`src/rtl/arbitro_rr_fifo2_pkg.sv`:
```
// Shared definitions for the two-source round-robin arbiter: FSM encodings and
// default sizing of the datapath and burst limit.
package arbitro_rr_fifo2_pkg;

    typedef enum logic [1:0] {
        ST_IDLE   = 2'b00,
        ST_SERVE0 = 2'b01,
        ST_SERVE1 = 2'b10,
        ST_HOLD   = 2'b11
    } arb_state_t;

    localparam int DEFAULT_DATA_WIDTH = 4;
    localparam int DEFAULT_BURST_MAX  = 4;

    function automatic arb_state_t serve_state(input logic g);
        return g ? ST_SERVE1 : ST_SERVE0;
    endfunction

endpackage

```
`src/rtl/arbitro_rr_fifo2_mux2_valid_reg.sv`:
```
// Registered 2:1 output stage: captures the word popped one cycle earlier and
// presents it with a valid flag; data is forced to zero whenever nothing is valid.
module mux2_valid_reg
    import arbitro_rr_fifo2_pkg::*;
#(
    parameter int DATA_WIDTH = DEFAULT_DATA_WIDTH
) (
    input  logic                  clk,
    input  logic                  reset_L,
    input  logic                  pend,
    input  logic                  src,
    input  logic [DATA_WIDTH-1:0] d0,
    input  logic [DATA_WIDTH-1:0] d1,
    output logic [DATA_WIDTH-1:0] data_out,
    output logic                  valid_out,
    output logic                  selector
);

    logic [DATA_WIDTH-1:0] mux_w;
    logic [DATA_WIDTH-1:0] data_d, data_q;
    logic                  valid_d, valid_q;
    logic                  sel_d, sel_q;

    genvar gi;
    generate
        for (gi = 0; gi < DATA_WIDTH; gi++) begin : g_mux
            assign mux_w[gi] = src ? d1[gi] : d0[gi];
        end
    endgenerate

    // selector keeps pointing at the last real source across empty cycles
    always_comb begin
        valid_d = pend;
        data_d  = pend ? mux_w : '0;
        sel_d   = pend ? src : sel_q;
    end

    always_ff @(posedge clk or negedge reset_L) begin
        if (!reset_L) begin
            data_q  <= '0;
            valid_q <= 1'b0;
            sel_q   <= 1'b0;
        end else begin
            data_q  <= data_d;
            valid_q <= valid_d;
            sel_q   <= sel_d;
        end
    end

    assign data_out  = data_q;
    assign valid_out = valid_q;
    assign selector  = sel_q;

endmodule

```
`src/rtl/arbitro_rr_fifo2.sv`:
```
// Round-robin arbiter with burst-limited stickiness popping two source FIFOs into
// one registered output; stops popping under downstream backpressure.
module arbitro_rr_fifo2
    import arbitro_rr_fifo2_pkg::*;
#(
    parameter int DATA_WIDTH = DEFAULT_DATA_WIDTH,
    parameter int BURST_MAX  = DEFAULT_BURST_MAX
) (
    input  logic                  clk,
    input  logic                  reset_L,
    input  logic                  fifo0_empty,
    input  logic                  fifo1_empty,
    input  logic [DATA_WIDTH-1:0] fifo0_data,
    input  logic [DATA_WIDTH-1:0] fifo1_data,
    input  logic                  almost_full,
    output logic                  pop0,
    output logic                  pop1,
    output logic [DATA_WIDTH-1:0] data_out,
    output logic                  valid_out,
    output logic                  selector,
    output logic [1:0]            state,
    output logic                  idle
);

    localparam int              CNT_W   = $clog2(BURST_MAX + 1);
    localparam logic [CNT_W-1:0] CNT_MAX = CNT_W'(BURST_MAX);

    arb_state_t       state_d, state_q;
    logic             last_d, last_q;
    logic [CNT_W-1:0] cnt_d, cnt_q;
    logic             pend_d, pend_q;
    logic             src_d, src_q;

    logic e0, e1;
    logic grant;
    logic gsel;

    assign e0 = !fifo0_empty;
    assign e1 = !fifo1_empty;

    always_comb begin
        grant = 1'b0;
        gsel  = last_q;
        if (almost_full) begin
            grant = 1'b0;
        end else if (!e0 && !e1) begin
            grant = 1'b0;
        end else if (e0 != e1) begin
            grant = 1'b1;
            gsel  = e1;
        end else begin
            // both sources waiting: stay sticky until the burst budget is spent
            grant = 1'b1;
            case (state_q)
                ST_SERVE0: gsel = (cnt_q < CNT_MAX) ? 1'b0 : 1'b1;
                ST_SERVE1: gsel = (cnt_q < CNT_MAX) ? 1'b1 : 1'b0;
                default:   gsel = !last_q;
            endcase
        end
    end

    always_comb begin
        state_d = state_q;
        last_d  = last_q;
        cnt_d   = cnt_q;
        pend_d  = grant;
        src_d   = src_q;
        if (almost_full) begin
            state_d = ST_HOLD;
        end else if (!grant) begin
            state_d = ST_IDLE;
        end else begin
            state_d = serve_state(gsel);
        end
        if (grant) begin
            last_d = gsel;
            src_d  = gsel;
            if ((gsel == last_q) && (state_q == serve_state(gsel))) begin
                cnt_d = (cnt_q == CNT_MAX) ? cnt_q : cnt_q + CNT_W'(1);
            end else begin
                cnt_d = CNT_W'(1);
            end
        end
    end

    always_ff @(posedge clk or negedge reset_L) begin
        if (!reset_L) begin
            state_q <= ST_IDLE;
            last_q  <= 1'b1;
            cnt_q   <= '0;
            pend_q  <= 1'b0;
            src_q   <= 1'b0;
        end else begin
            state_q <= state_d;
            last_q  <= last_d;
            cnt_q   <= cnt_d;
            pend_q  <= pend_d;
            src_q   <= src_d;
        end
    end

    // pops are gated by reset so nothing is read while the registers are held clear
    assign pop0 = reset_L && grant && !gsel;
    assign pop1 = reset_L && grant && gsel;

    mux2_valid_reg #(
        .DATA_WIDTH(DATA_WIDTH)
    ) u_out (
        .clk      (clk),
        .reset_L  (reset_L),
        .pend     (pend_q),
        .src      (src_q),
        .d0       (fifo0_data),
        .d1       (fifo1_data),
        .data_out (data_out),
        .valid_out(valid_out),
        .selector (selector)
    );

    assign state = state_q;
    assign idle  = (state_q == ST_IDLE) && !pend_q && !valid_out;

endmodule

```
`config.mk`:
```
export PLATFORM = sky130hd
export DESIGN_NAME = arbitro_rr_fifo2
export DESIGN_NICKNAME = d
export VERILOG_FILES = /design/src/rtl/arbitro_rr_fifo2_pkg.sv /design/src/rtl/arbitro_rr_fifo2_mux2_valid_reg.sv /design/src/rtl/arbitro_rr_fifo2.sv
export SDC_FILE = /design/constraint.sdc
export NUM_CORES = 1
export LEC_CHECK = 0
export BUFFER_PORTS_ARGS = -buffer_cell sky130_fd_sc_hd__buf_4
export CAP_MARGIN = 20
export CORE_UTILIZATION = 34
export DETAILED_ROUTE_END_ITERATION = 7
export GPL_TIMING_DRIVEN = 0
export PLACE_DENSITY = 0.54
export SLEW_MARGIN = 20
export SYNTH_ARGS = -nofsm -noshare
export SYNTH_HDL_FRONTEND = slang
export SYNTH_SLANG_ARGS = --single-unit
```
`constraint.sdc`:
```
create_clock -name clk -period 2.7 [get_ports clk]
set_input_delay 0.135 -clock clk [delete_from_list [all_inputs] [get_ports clk]]
set_output_delay 0.135 -clock clk [all_outputs]
set_load 0.02 [all_outputs]
```
==> results of run 1 <==
[registers in the layout (all words and copies together), names as in the netlist]
name	cells
state	2
src_q	1
u_out.selector	1
u_out.data_out	4
cnt_q	3
last_q	1
u_out.valid_out	1
pend_q	1
[worst max-delay path, delay by kind of cell, from the launching register on]
family                     cells  cell delay [ns]
AOI/OAI and AO/OA              1             0.33
adders and majority gates      1             0.29
buffers and inverters          2             0.21
DFF                            1             0.42
and+or+nand+nor                3             0.52
[power groups by stage]
stage | clock network, mW | registers (mW) | logic [mW]
floorplan | 0 | 0.278 | 0.0936
global placement | 0 | 0.265 | 0.167
detailed placement | 0 | 0.266 | 0.169
CTS | 0.126 | 0.262 | 0.171
global route | 0.143 | 0.266 | 0.187
finish | 0.120 | 0.261 | 0.168
[metrics by stage]
| stage | cells | setup WS (ns) |
|---|---|---|
| 3_5_place_dp | 119 | 0.812 |
| 6_report | 124 | 0.513 |
| 4_1_cts | 124 | 0.495 |
| 3_3_place_gp | 119 | 0.812 |
| 5_1_grt | 124 | 0.377 |
| 2_1_floorplan | 69 | 0.792 |
[logic make-up after synthesis]
kind of cell | Yosys count | share of synthesized area, %
AND/OR/NAND/NOR | 23 | 16.6
flip-flops | 14 | 46.8
multiplexers | 6 | 8.15
adder cells (fa/ha/maj) | 6 | 9.98
buffers and inverters | 7 | 4.49
AO/OA/AOI/OAI | 13 | 14.0
[layout by cell type (no fill, tap or decap), types with 2 or more instances in the layout]
cell type and n:
and2_1 2, ha_1 6, nor2_1 4, inv_1 5, nand3_1 3, buf_4 23
nand2_1 4, clkbuf_4 3, nor2b_1 5, dfrtp_1 13, a21oi_1 2, nor3b_1 2
a21o_2 2, clkbuf_1 2, mux2i_1 5
[area by class of cell]
type	count	area [um2]
flip-flops and latches	14	352
multi-input cells	48	367
plain buffers	2	15.0
fillers	201	1030
inverters	5	18.8
clock buffers	4	26.3
well taps	27	33.8
repair buffers	24	183
[per-layer routing]
metal,track usage (%),vias up
li1,-,293
met1,15.7,272
met2,22.5,16
met3,6.54,2
met4,4.41,0
met5,0,-
[what timing repair did]
action | in CTS | in global routing
hold buffers | 1 | 0
endpoints found under the hold margin | 14 | 0
setup buffers | 0 | 0
[path summary, 6_finish.rpt]
check / to / from
setup / recovery: pop1 / state[0]
hold / removal: state[1] / almost_full
setup reg to reg: cnt_q[2] / state[0]
hold reg to reg: u_out.selector / u_out.selector
max in group asynchronous: last_q / reset_L
min in group asynchronous: cnt_q[2] / reset_L
==> flow_summary.toml, run 1 <==
[route]
drt-total-wl_um = 1400
drc = 0
dr.pass1.iters = 4
wl_met3_um = 75
dr.max_layer_used = "met4"
wl_per_cell_um = 11.3
antenna_left = 0
vias = 583
route.met2.wl_um = 699
drtIter0Drc = 8
post_drt_via_cell_ratio = 4.70
wl_met1_um = 608

[synthesis]
yosysTopAreaCellShare_pct = 43.3
synth_flop_cell = "dfrtp_1"
syn_avg_cell_area_um2 = 10.9
syn_area_um2 = 752
yosysMostFrequentCell = "dfrtp_1"
synth_edf_count = 0
synthTopCellsByCount = "dfrtp_1 (13), ha_1 (6), inv_1 (5), mux2i_1 (5), nor2b_1 (5)"
synth_largest_area_cell = "dfrtp_1"
ys_warn_count = 0
syn_nets = 88
ys_ff_latch = 14
synth.area.top_cells = "dfrtp_1 (43%), ha_1 (10%), mux2i_1 (6.7%)"
netlist_instances = 69
yosysSeqAreaShare_pct = 46.8
synthDistinctLibCells = 28
async_reset_ff_share_pct = 100

[worst_setup_path]
start_kind = "register"
crit_top_cell = "nor2_1"
ff2ff_path_depth = 7
cp_slowest_cell = "dfrtp_1"
required_ns = 2.57
critPathArrivalTime_ns = 2.05
r2r_slack_ns = 0.87
cp-end-kind = "primary output"
cp_max_fo = 6
path_cells = "inv_1 > ha_1 > nor2_1 > a221o_1 > nor2_1 > and2_1 > buf_4"
cpPeakStageDelay_ns = 0.42
path_class = "register to primary output"

[power]
p_total_mw = 0.549
p_per_area_nw_per_um2 = 552
p_comb_share_pct = 30.5
p_sw_share_pct = 30.5
vdd_drop_max_mv = 0.289
p_leak_nw = 0.497
internal_power_mw = 0.381
clockPowerShare_pct = 21.9
power_switching_mw = 0.167
power_frac_seq_pct = 47.6

[timing]
maxSlewViolCount = 0
fin_crit_sh_pct = 81.0
rsz0062_at_grt = "false"
worst_slew_pin_slew_ns = 0.354
clock_skew_ns = 0.00892
slew_headroom_pct = 76.3
fin_tns_setup_ns = 0
hold_viol_final = 0
finalSetupViolCount = 0
hold_slack_ns = 0.0694
min_period_ns = 2.19
fmax_ghz = 0.457

[floorplanning]
die_area_um2 = 2400
die_width_um = 49.0
start_util_pct = 37.2
ios = 24
core_area_um2 = 2020
num_rows = 16
die-height_um = 49.0

[placement]
place.port_buffers = 23
dp_hpwl_um = 1120
gp_congestion = 0.789
placed_area_um2 = 958

[global_routing]
grt_pass1_vias = 568
grt_overflow_total = 0
antenna_found_initial = 0
grt_pass1_wl_um = 2430
grt_start_max_net_pins = 17
track_usage_pct = 13.7

[outcome]
status = "complete, no violations"

[final_layout]
area_growth_pct = 32.3
drive_gt1_share_pct = 35.1
n_antenna_cell = 0
final_core_util_pct = 49.2
final_cell_area_um2 = 995
nets = 117

[cts]
clock-sinks = 14
htree_levels = 1
cts_resized = 0
cts_buffers = 3
clock_tree.buffer_depth = 2
cts_root_buf = "clkbuf_4"
clk_latency_ns = 0.28
clkTransAtPathRegs_ns = 0.07
cts_tree = "yes"

[job]
maxCapViolations = 0

[min_path]
whs_path_depth = 2
hold_path.class = "input port to register"
Note: power is estimated with default switching activity, not from simulation.
==> run 2, diff against run 1 <==
clock period = 2.1 ns   (was 2.7 ns; I/O delays follow)
==> run 2 against run 1 <==
- critical endpoint unchanged
- largest power group unchanged
- power grew 33%
- critical path type unchanged
- design area grew 5.3%
- clock power grew 31%
- worst hold slack lost 0.033 ns
- combinational power grew 42%
- count of clock-buffer cells in the layout is the same
==> flow_summary.toml, run 2 (synthesis results as in run 1) <==
[outcome]
status = "complete, no violations"

[timing]
hold_viol_final = 0
maxSlewViolCount = 0
fin_tns_setup_ns = 0
finalSetupViolCount = 0
fin_crit_sh_pct = 95.3
fin_ws_ns = 0.0987
fmax_ghz = 0.500
clock_skew_ns = 0.00941
hold_slack_ns = 0.0367
worst_slew_pin_slew_ns = 0.359
min_period_ns = 2.00
slew_headroom_pct = 76.1

[floorplanning]
start_util_pct = 37.2
num_rows = 16
die-height_um = 49.0
die_width_um = 49.0
core_area_um2 = 2020
ios = 24
die_area_um2 = 2400

[worst_setup_path]
cp_slowest_cell = "dfrtp_1"
cpPeakStageDelay_ns = 0.43
critPathArrivalTime_ns = 1.90
crit_buf_inv = 2
crit_family = "flip-flops"
cp_max_fo = 5
start_kind = "register"
required_ns = 2.00
path_class = "register to primary output"
path_cells = "inv_2 > ha_4 > nor2_1 > a221o_1 > nor2_4 > and2_1 > buf_4"
cp-end-kind = "primary output"

[placement]
placed_area_um2 = 958
dp_hpwl_um = 1120
gp_congestion = 0.789
place.port_buffers = 23
dp_slack_ns = 0.242

[cts]
cts_buffers = 3
clkTransAtPathRegs_ns = 0.07
clock-sinks = 14
clk_latency_ns = 0.28
clock_tree.buffer_depth = 2
cts_tree = "yes"
htree_levels = 1
cts_root_buf = "clkbuf_4"

[power]
p_per_area_nw_per_um2 = 699
vdd_drop_max_mv = 0.399
p_leak_nw = 0.515

[final_layout]
mostFrequentLayoutCell = "buf_4"
largest_reg_flops = 4
nets = 121
final_cell_area_um2 = 1050
n_antenna_cell = 0
area_growth_pct = 39.3
drive_gt1_share_pct = 41.6
final_cell_mix = "buf_4 (27), dfrtp_1 (13), nor2b_1 (5), mux2i_1 (5), ha_1 (5)"
final_core_util_pct = 51.8

[route]
post_drt_via_cell_ratio = 4.73
drtIter0Drc = 6
drc = 0
drt-total-wl_um = 1510
vias = 605
wl_per_cell_um = 11.8
antenna_left = 0
dr.pass1.iters = 4

[global_routing]
antenna_found_initial = 0
track_usage_pct = 13.7
grt_start_max_net_pins = 17
grt_pass1_wl_um = 2430
grt_overflow_total = 0
grt_pass1_vias = 568

[job]
maxCapViolations = 0

[min_path]
hold_path.class = "input port to register"
[run 2: cell count changes in the layout (fill, tap and decap cells not counted), sizes merged]
cell | previous run | this run
buf | 24 | 28
[run 2: where the power goes]
part	leakage [nW]	internal, mW	switching, mW	total (mW)
logic	0.330	0.123	0.116	0.239
clock network	0.0150	0.0737	0.0833	0.157
registers	0.170	0.309	0.0272	0.336
total	0.515	0.505	0.227	0.732
[run 2: repair_timing]
| action | CTS | global route |
|---|---|---|
| setup endpoints to repair | 2 | 2 |
| hold buffers | 1 | 0 |
| endpoints found under the hold margin | 14 | 0 |
| setup buffers | 0 | 4 |
| pin swaps | 0 | 2 |
| gates resized for setup | 1 | 4 |
[run 2: final cells by class]
class	count	area [um2]
fill	198	975
sequential	14	352
clock buffer	4	26.3
tap	27	33.8
multi-input combinational	48	389
inverter	5	18.8
buffer	2	15.0
timing repair buffer	28	213
[run 2: metal layers]
layer / GRT usage [%] / vias to the layer above / share of wire, %
met2: 22.5 / 14 / 52
met5: 0 / - / 0
met4: 4.41 / 0 / 0.86
met1: 15.7 / 289 / 43
met3: 6.54 / 2 / 4.7
li1: - / 300 / -
[run 2: path summary, 6_finish.rpt]
check	from	cells after the start	endpoint	slack [ns]
setup / recovery	state[0]	7	pop1	0.1
hold / removal	almost_full	2	state[1]	0.04
setup reg to reg	state[0]	8	cnt_q[2]	0.14
hold reg to reg	pend_q	0	u_out.valid_out	0.51
max in group asynchronous	reset_L	2	last_q	1.65
min in group asynchronous	reset_L	2	cnt_q[2]	0.20
[run 2: through the flow]
stage	power [mW]	std cells
floorplan	0.477	69
global placement	0.556	119
detailed placement	0.560	119
CTS	0.720	124
global route	0.791	128
finish	0.732	128
==> run 3, diff against run 2 <==
CTS_BUF_LIST = sky130_fd_sc_hd__clkbuf_16   (was unset)
clock period = 2.5 ns   (was 2.1 ns; I/O delays follow)
==> run 3 against run 2 <==
- cell count is 3.1% lower
- first-iteration DRC count grew 17%
- combinational power is 24% lower
- setup slack gained 0.27 ns
- sequential share of layout area is the same
- die area unchanged
- clock skew shrank 0.0051 ns
- global-route usage is 0.45 points higher
==> flow_summary.toml, run 3 (synthesis results as in run 1) <==
[power]
p_sw_share_pct = 26.0
p_comb_share_pct = 24.0
internal_power_mw = 0.562
power_frac_seq_pct = 37.4
p_leak_nw = 0.525
vdd_drop_max_mv = 0.442
clockPowerShare_pct = 38.6
p_per_area_nw_per_um2 = 725
power_switching_mw = 0.198

[job]
maxCapViolations = 0

[timing]
finalSetupViolCount = 0
worst_slew_pin_slew_ns = 0.370
clock_skew_ns = 0.00434
min_period_ns = 2.13
fin_crit_sh_pct = 85.3
hold_viol_final = 0
fmax_ghz = 0.469
fin_ws_ns = 0.368
fin_tns_setup_ns = 0
maxSlewViolCount = 0
slew_headroom_pct = 75.4
rsz0062_at_grt = "false"

[cts]
clock_tree.buffer_depth = 2
clkTransAtPathRegs_ns = 0.04
cts_resized = 0
cts_buffers = 3
htree_levels = 1
cts_tree = "yes"
cts_root_buf = "clkbuf_16"
clk_latency_ns = 0.24
clock-sinks = 14
post_cts_buffers = 0

[global_routing]
grt_pass1_vias = 572
grt_overflow_total = 0
grt_start_max_net_pins = 17
antenna_found_initial = 0
grt_pass1_wl_um = 2510
track_usage_pct = 14.2

[final_layout]
area_growth_pct = 39.3
final_cells = 124
nets = 117
largest_reg_flops = 4
final_cell_mix = "buf_4 (23), dfrtp_1 (13), inv_1 (6), ha_1 (6)"
n_antenna_cell = 0
mostFrequentLayoutCell = "buf_4"
drive_gt1_share_pct = 35.1

[worst_setup_path]
path_cells = "inv_1 > ha_1 > nor2_1 > a221o_1 > nor2_1 > and2_1 > buf_4"
cp-end-kind = "primary output"
cpPeakStageDelay_ns = 0.40
crit_top_cell = "nor2_1"
critPathArrivalTime_ns = 2.01
start_kind = "register"
cp_max_fo = 6
cp_slowest_cell = "dfrtp_1"
crit_buf_inv = 2
required_ns = 2.38
path_class = "register to primary output"
crit_family = "simple AND/OR/NAND/NOR gates"

[floorplanning]
start_util_pct = 37.2
die-height_um = 49.0
ios = 24
die_area_um2 = 2400
core_area_um2 = 2020
die_width_um = 49.0
num_rows = 16

[min_path]
hold_path.class = "input port to register"

[route]
post_drt_via_cell_ratio = 4.68
vias = 580
drtIter0Drc = 7
drt-total-wl_um = 1460
wl_per_cell_um = 11.7
drc = 0
antenna_left = 0
dr.pass1.iters = 4

[placement]
gp_congestion = 0.789
dp_slack_ns = 0.622
place.port_buffers = 23
dp_hpwl_um = 1120
dp_cells = 119

[outcome]
status = "complete, no violations"
-- run 3: cell count changes in the layout (fill, tap and decap cells not counted), sizes merged --
cell    change
buf         -4
clkbuf      -1
inv         +1
-- run 3: routing by layer --
metal	share of wire [%]	wire length [um]	GRT usage, %
met3	3.6	52	5.61
met5	0	0	0
met4	0.76	11	4.41
met2	50	730	23.1
met1	45	661	17.0
-- run 3: worst paths after layout --
kind / slack [ns] / depth (start not counted) / startpoint / to
hold reg to reg: 0.51 / 1 / u_out.selector / u_out.selector
hold / removal: 0.1 / 2 / almost_full / state[1]
setup reg to reg: 0.66 / 7 / state[0] / cnt_q[2]
min in group asynchronous: 0.27 / 2 / reset_L / cnt_q[2]
setup / recovery: 0.37 / 7 / state[0] / pop1
max in group asynchronous: 1.98 / 2 / reset_L / last_q
-- run 3: what timing repair did --
item	CTS	global route
hold buffers	1	0
endpoints found under the hold margin	14	0
setup endpoints to repair	0	0
-- run 3: per-stage QoR --
stage	power (mW)	utilization, %	area (um2)	hold slack [ns]
2_1_floorplan	0.401	-	752	-0.171
5_1_grt	0.812	51.8	1050	0.0976
3_3_place_gp	0.467	47.4	958	-0.0147
4_1_cts	0.772	51.8	1050	0.0959
6_report	0.760	51.8	1050	0.0963
3_5_place_dp	0.470	47.4	958	-0.0129
-- run 3: power by group through the flow --
stage          Sequential, mW  Clock, mW  Combinational [mW]
4_1_cts                 0.285      0.302               0.185
5_1_grt                 0.289      0.320               0.203
6_report                0.284      0.294               0.182
2_1_floorplan           0.300          0               0.101
3_3_place_gp            0.286          0               0.181
3_5_place_dp            0.287          0               0.183
-- run 3: area by class of cell --
class | count | area (um2)
Timing Repair Buffer | 24 | 183
Clock buffer | 3 | 75.1
Fill cell | 195 | 975
Sequential cell | 14 | 352
Clock inverter | 1 | 3.75
Inverter | 5 | 18.8
Buffer | 2 | 15.0
Multi-Input combinational cell | 48 | 367
Tap cell | 27 | 33.8
